**src/rtl/core_pkg.sv**
```systemverilog
// Shared types and lane-range helpers for the output-accumulation engine.
package core_pkg;

    typedef enum logic [1:0] {
        IDLE  = 2'd0,
        ACCUM = 2'd1,
        PRIME = 2'd2,
        DRAIN = 2'd3
    } state_e;

    // Largest signed value representable in a bw-bit lane.
    function automatic int lane_max(input int unsigned bw);
        return (1 << (bw - 1)) - 1;
    endfunction

    // Smallest signed value representable in a bw-bit lane.
    function automatic int lane_min(input int unsigned bw);
        return -(1 << (bw - 1));
    endfunction

endpackage

```
**src/rtl/psum_sat_add.sv**
```systemverilog
// One accumulator lane: pass-through on the first pass, saturating signed add afterwards.
module psum_sat_add
    import core_pkg::*;
#(
    parameter int unsigned W = 16
) (
    input  logic signed [W-1:0] a,
    input  logic signed [W-1:0] b,
    input  logic                first_pass,
    output logic signed [W-1:0] sum_c
);

    localparam int unsigned SW = W + 1;
    localparam logic signed [SW-1:0] MAX_V = SW'(lane_max(W));
    localparam logic signed [SW-1:0] MIN_V = SW'(lane_min(W));

    logic signed [SW-1:0] exact_c;

    // One extra bit holds the exact sum so the clamp never sees a wrapped value.
    always_comb begin
        exact_c = SW'(a) + SW'(b);
        if (first_pass) begin
            sum_c = b;
        end else if (exact_c > MAX_V) begin
            sum_c = W'(MAX_V);
        end else if (exact_c < MIN_V) begin
            sum_c = W'(MIN_V);
        end else begin
            sum_c = W'(exact_c);
        end
    end

endmodule

```
**src/rtl/core_accum.sv**
```systemverilog
// Multi-pass psum accumulator with saturating buffer and ReLU drain over valid/ready.
module core_accum
    import core_pkg::*;
#(
    parameter int unsigned COL     = 8,
    parameter int unsigned PSUM_BW = 16,
    parameter int unsigned DEPTH   = 16,
    parameter int unsigned PASS_BW = 8
) (
    input  logic                     clk,
    input  logic                     reset,
    input  logic                     start,
    input  logic [PASS_BW-1:0]       num_pass,
    input  logic                     relu_en,
    input  logic                     in_valid,
    output logic                     in_ready,
    input  logic [COL*PSUM_BW-1:0]   in_data,
    output logic                     out_valid,
    input  logic                     out_ready,
    output logic [COL*PSUM_BW-1:0]   out_data,
    output logic                     busy,
    output logic                     done
);

    localparam int unsigned ROW_BITS = COL * PSUM_BW;
    localparam int unsigned ROW_W    = (DEPTH > 1) ? $clog2(DEPTH) : 1;
    localparam logic [ROW_W-1:0] ROW_LAST = ROW_W'(DEPTH - 1);

    state_e                state_q, state_d;
    logic [ROW_W-1:0]      row_cnt_q, row_cnt_d;
    logic [PASS_BW-1:0]    pass_cnt_q, pass_cnt_d;
    logic [PASS_BW-1:0]    last_pass_q, last_pass_d;
    logic                  relu_q, relu_d;
    logic [ROW_BITS-1:0]   out_data_q, out_data_d;
    logic                  in_ready_q, in_ready_d;
    logic                  out_valid_q, out_valid_d;
    logic                  busy_q, busy_d;
    logic                  done_q, done_d;

    logic [ROW_BITS-1:0]   mem_q [DEPTH];
    logic                  mem_we_d;
    logic [ROW_BITS-1:0]   mem_wdata_d;

    logic [ROW_W-1:0]      rd_idx_c;
    logic [ROW_BITS-1:0]   rd_row_c;
    logic [ROW_BITS-1:0]   relu_row_c;
    logic                  first_pass_c;

    // Read the current row while accumulating/priming; look one row ahead while draining.
    always_comb begin
        rd_idx_c = row_cnt_q;
        if (state_q == DRAIN) begin
            rd_idx_c = (row_cnt_q == ROW_LAST) ? '0 : row_cnt_q + ROW_W'(1);
        end
    end

    assign rd_row_c     = mem_q[rd_idx_c];
    assign first_pass_c = (pass_cnt_q == '0);

    // Per-lane saturating adders on the write path and ReLU on the drain path.
    for (genvar i = 0; i < COL; i++) begin : g_lane
        logic signed [PSUM_BW-1:0] rd_lane;
        logic signed [PSUM_BW-1:0] sum_lane;

        assign rd_lane = rd_row_c[i*PSUM_BW +: PSUM_BW];

        psum_sat_add #(
            .W (PSUM_BW)
        ) u_add (
            .a          (rd_lane),
            .b          (in_data[i*PSUM_BW +: PSUM_BW]),
            .first_pass (first_pass_c),
            .sum_c      (sum_lane)
        );

        assign mem_wdata_d[i*PSUM_BW +: PSUM_BW] = sum_lane;
        assign relu_row_c[i*PSUM_BW +: PSUM_BW]  = (relu_q && rd_lane[PSUM_BW-1]) ? '0 : rd_lane;
    end

    // Next-state, counters, drain register and registered handshake outputs.
    always_comb begin
        state_d     = state_q;
        row_cnt_d   = row_cnt_q;
        pass_cnt_d  = pass_cnt_q;
        last_pass_d = last_pass_q;
        relu_d      = relu_q;
        out_data_d  = out_data_q;
        done_d      = 1'b0;
        mem_we_d    = 1'b0;

        case (state_q)
            IDLE: begin
                if (start) begin
                    state_d     = ACCUM;
                    row_cnt_d   = '0;
                    pass_cnt_d  = '0;
                    last_pass_d = (num_pass == '0) ? '0 : num_pass - PASS_BW'(1);
                    relu_d      = relu_en;
                end
            end
            ACCUM: begin
                if (in_valid && in_ready_q) begin
                    mem_we_d = 1'b1;
                    if (row_cnt_q == ROW_LAST) begin
                        row_cnt_d  = '0;
                        pass_cnt_d = pass_cnt_q + PASS_BW'(1);
                        if (pass_cnt_q == last_pass_q) begin
                            state_d = PRIME;
                        end
                    end else begin
                        row_cnt_d = row_cnt_q + ROW_W'(1);
                    end
                end
            end
            PRIME: begin
                out_data_d = relu_row_c;
                state_d    = DRAIN;
            end
            DRAIN: begin
                if (out_valid_q && out_ready) begin
                    if (row_cnt_q == ROW_LAST) begin
                        row_cnt_d = '0;
                        state_d   = IDLE;
                        done_d    = 1'b1;
                    end else begin
                        row_cnt_d  = row_cnt_q + ROW_W'(1);
                        out_data_d = relu_row_c;
                    end
                end
            end
            default: begin
                state_d = IDLE;
            end
        endcase

        in_ready_d  = (state_d == ACCUM);
        out_valid_d = (state_d == DRAIN);
        busy_d      = (state_d != IDLE);
    end

    // Control and output registers.
    always_ff @(posedge clk) begin
        if (reset) begin
            state_q     <= IDLE;
            row_cnt_q   <= '0;
            pass_cnt_q  <= '0;
            last_pass_q <= '0;
            relu_q      <= 1'b0;
            out_data_q  <= '0;
            in_ready_q  <= 1'b0;
            out_valid_q <= 1'b0;
            busy_q      <= 1'b0;
            done_q      <= 1'b0;
        end else begin
            state_q     <= state_d;
            row_cnt_q   <= row_cnt_d;
            pass_cnt_q  <= pass_cnt_d;
            last_pass_q <= last_pass_d;
            relu_q      <= relu_d;
            out_data_q  <= out_data_d;
            in_ready_q  <= in_ready_d;
            out_valid_q <= out_valid_d;
            busy_q      <= busy_d;
            done_q      <= done_d;
        end
    end

    // Accumulation buffer; not cleared by reset since pass 0 always overwrites.
    always_ff @(posedge clk) begin
        if (!reset && mem_we_d) begin
            mem_q[row_cnt_q] <= mem_wdata_d;
        end
    end

    assign in_ready  = in_ready_q;
    assign out_valid = out_valid_q;
    assign out_data  = out_data_q;
    assign busy      = busy_q;
    assign done      = done_q;

endmodule

```
**config.mk**
```make
export PLATFORM = sky130hd
export DESIGN_NAME = core_accum
export DESIGN_NICKNAME = d
export VERILOG_FILES = /design/src/rtl/core_pkg.sv /design/src/rtl/psum_sat_add.sv /design/src/rtl/core_accum.sv
export SDC_FILE = /design/constraint.sdc
export NUM_CORES = 2
export LEC_CHECK = 0
export CELL_PAD_IN_SITES_DETAIL_PLACEMENT = 1
export CELL_PAD_IN_SITES_GLOBAL_PLACEMENT = 1
export CORE_MARGIN = 1
export CORE_UTILIZATION = 45
export CTS_CLUSTER_SIZE = 30
export DETAILED_ROUTE_END_ITERATION = 10
export PLACE_DENSITY = 0.76
export SYNTH_ARGS = -nofsm -noshare
export SYNTH_HDL_FRONTEND = slang
export SYNTH_SLANG_ARGS = --single-unit
```
**constraint.sdc**
```tcl
create_clock -name clk -period 15.55 [get_ports clk]
set_clock_uncertainty 0.2 [all_clocks]
set_input_delay 3.11 -clock clk [delete_from_list [all_inputs] [get_ports clk]]
set_output_delay 3.11 -clock clk [all_outputs]
set_load 0.05 [all_outputs]
```
==> qor.yml <==
worstPathRequired_ns: 15.82
synthMuxAreaShare: 0.1053
nFillCells: 18940
viasPerCell: 6.259
synth_cells: 5586
overflow: 0
ys_async_sr_fraction: 0
coreArea_um2: 202300
hpwl_mm: 156.1
gp_congestion: 0.8680
drt_iter0_drc: 5241
antenna_left: 0
path_clk_slew_ns: 0.06
worst_path_most_repeated_cell: "buf_4"
numCtsBuffers: 217
synth_seq_cells: 2203
hold_buffers: 0
crit_fanout: 46
first_pass_iters: 5
antenna_found_initial: 12
crit_type: "reg2reg"
mostFrequentLayoutCell: "edfxtp_1"
worstSetupEndpointType: "flop"
synth_top_family_by_area: "multiplexers"
synth_largest_area_cell: "edfxtp_1"
synthAdderAreaFrac: 0.02181
maxCapViolCount: 0
dieArea_um2: 205500
p_per_area_nw_per_um2: 120.6
finalSetupViolCount: 0
timing.slew.headroom: 0.06901
peakVddDrop_v: 0.0001253
grt_pass1_vias: 58389
htreeDepth: 4
cts.path.max_buffers: 3
io_pins: 274
cts_sinks: 2203
crit_family: "compound AO/OA/AOI/OAI gates"
slew_violations: 0
worst_pin_slew_ns: 1.396
syn_to_final_growth_pct: 14.37
leakage_nw: 34.75
grt.total_usage: 0.2695
grt_start_max_net_pins: 127
p_total_mw: 12.64
synth_top_area_share: 0.6708
yosys.area_share.xor_xnor: 0.01060
clock_latency_ns: 0.87
crit_chain: "ha_1 -> nand3_1 -> a21o_4 -> buf_4 -> buf_4 -> buf_4 -> mux2i_1 -> a32oi_1 -> o22ai_1 -> a31oi_1 -> ha_1 -> nand3_1 -> a2111oi_2 -> nor2_1 -> o221a_2 -> xnor2_1 -> nand2_1 -> a31oi_1"
drive_gt1_frac: 0.1527
drcViolationCount: 0
synthSimpleGateAreaFrac: 0.05712
fp.dieW_um: 453.4
finalCriticalPeriod_ns: 9.008
fmax_mhz: 111.0
rows: 165
most-common-layout-cells: "edfxtp_1 (2,048), nand2_1 (745), mux4_2 (367), clkdlybuf4s50_1 (273), clkbuf_16 (221)"
synth-edff-count: 2048
start_util: 0.4531
synth_compound_area_frac: 0.07933
nets: 6224
io_buffers: 273
worst-path-buf-inv: 3
wire_per_inst_um: 31.64
worstSetupStartpointType: "flop"
cts_tree: "yes"
period_share: 0.5793
ys.flop_type: "edfxtp_1"
arrival_ns: 9.27
hold_violations: 0
yosysUniqueCellTypes: 94
cts_root_buf: "clkbuf_16"
synth.avg_cell_area_um2: 16.41
vias: 55138
syn_nets: 5871
tns_ns: 0
synth_area_um2: 91680
rsz0062_at_grt: "false"
outcome: "finished clean"
cts_setup_buffers: 0
seq_area_frac_synth: 0.7047
die_h_um: 453.4
whs_ns: 0.2768
max_stage_delay_ns: 1.12
ctsResizeCount: 0
ys_warn_count: 0
grt_pass1_wl_mm: 401.5
hold_path_class: "reg2reg"
routed_wl_mm: 278.7
synth_area_leaders: "edfxtp_1 (67%), mux4_2 (9.0%), dfxtp_1 (3.4%)"
slowest_stage: "a31oi_1"
-- area by class of cell --
cell class / instances / area, µm² / area share
clock inverters: 109 / 1166 / 0.01112
clock buffers: 300 / 5997 / 0.05719
flip-flops and latches: 2203 / 64600 / 0.6161
diodes: 9 / 22.52 / 0.0002148
multi-input cells: 3035 / 25340 / 0.2417
inverters: 42 / 157.7 / 0.001503
repair buffers: 440 / 4228 / 0.04032
well taps: 2672 / 3343 / 0.03188
-- worst paths after layout --
check	from	to	slack, ns	cells after the start
max	row_cnt_q[0]$_SDFFE_PP0P_	mem_q[4][71]$_DFFE_PP_	6.54	18
max reg2reg	row_cnt_q[0]$_SDFFE_PP0P_	mem_q[4][71]$_DFFE_PP_	6.54	18
min	out_data[39]$_SDFFE_PP0P_	out_data[39]$_SDFFE_PP0P_	0.28	1
min reg2reg	out_data[39]$_SDFFE_PP0P_	out_data[39]$_SDFFE_PP0P_	0.28	1
-- stage by stage --
stage                     instances  setup slack (ns)  area, µm²  utilization
final                          8810             6.542     104900       0.5183
after global routing           8810             6.170     104900       0.5183
after CTS                      8799             6.621     104800       0.5181
after detailed placement       8390             6.706      97650       0.4827
after global placement         8390             7.147      97650       0.4827
after floorplan                5586             2.320      91680            -
-- cell families (layout without fill, tap and decap cells) --
family          Yosys count  after routing
simple gates           1227           1227
xor+xnor                111            111
other cells               0              9
buf+inv                 348            891
fa+ha+maj               158            158
mux                     494            494
compound gates         1045           1045
flops                  2203           2203
-- sequential cells by signal, summed over array words and instances (netlist names) --
name,cells
mem_q,2048
out_data,128
last_pass_q,8
pass_cnt_q,8
row_cnt_q,4
state_q,2
busy,1
done,1
in_ready,1
out_valid,1
relu_q,1
-- synth_stat cells (9+ instances only) --
cell type / n
edfxtp_1: 2048
o21ai_0: 167
and3_1: 36
nand2_1: 747
a31oi_1: 113
buf_4: 33
mux4_2: 367
o22ai_1: 58
ha_1: 135
a21o_1: 52
o21ai_1: 38
a211o_1: 13
a32oi_1: 84
nor3_1: 34
inv_1: 42
nand4_1: 10
or2_2: 13
buf_2: 102
o31ai_1: 15
maj3_1: 15
xnor2_1: 69
nand2b_1: 9
dfxtp_1: 155
o211ai_1: 10
xor2_1: 42
o21a_1: 20
a211oi_1: 22
and4_1: 9
or3_1: 16
a22oi_1: 22
nand3_1: 125
buf_6: 47
nor2_1: 176
buf_1: 13
a22o_1: 131
clkbuf_1: 108
nor2b_1: 16
o21bai_1: 15
a221oi_1: 11
a21oi_1: 168
mux2i_1: 118
o2111ai_1: 39
-- worst register-to-register path: cells and delay by family (launching register included) --
family                     cells  cell delay [ns]
buffers and inverters          3             2.14
DFF                            1             0.39
xor gates and xnor gates       1             0.95
AOI/OAI and AO/OA              7             2.82
adders and majority gates      2             0.83
and+or+nand+nor                4             0.96
muxes                          1             0.31
-- power by group --
part / switching (mW) / total (mW) / internal (mW) / leakage, nW
clock network: 2.27 / 5.29 / 3.02 / 3.50
registers: 0.00382 / 6.62 / 6.61 / 19.7
logic: 0.503 / 0.736 / 0.233 / 11.6
-- layer usage --
| metal | up-vias | wire (µm) | GRT usage | part of all wire |
|---|---|---|---|---|
| met5 | - | 0 | 0 | 0 |
| met4 | 0 | 12890 | 0.1261 | 0.046 |
| met3 | 526 | 18760 | 0.03521 | 0.067 |
| met2 | 2475 | 140800 | 0.4648 | 0.51 |
| met1 | 29129 | 106300 | 0.3372 | 0.38 |
| li1 | 23008 | - | - | - |
Power figures use the tool's default switching activity.
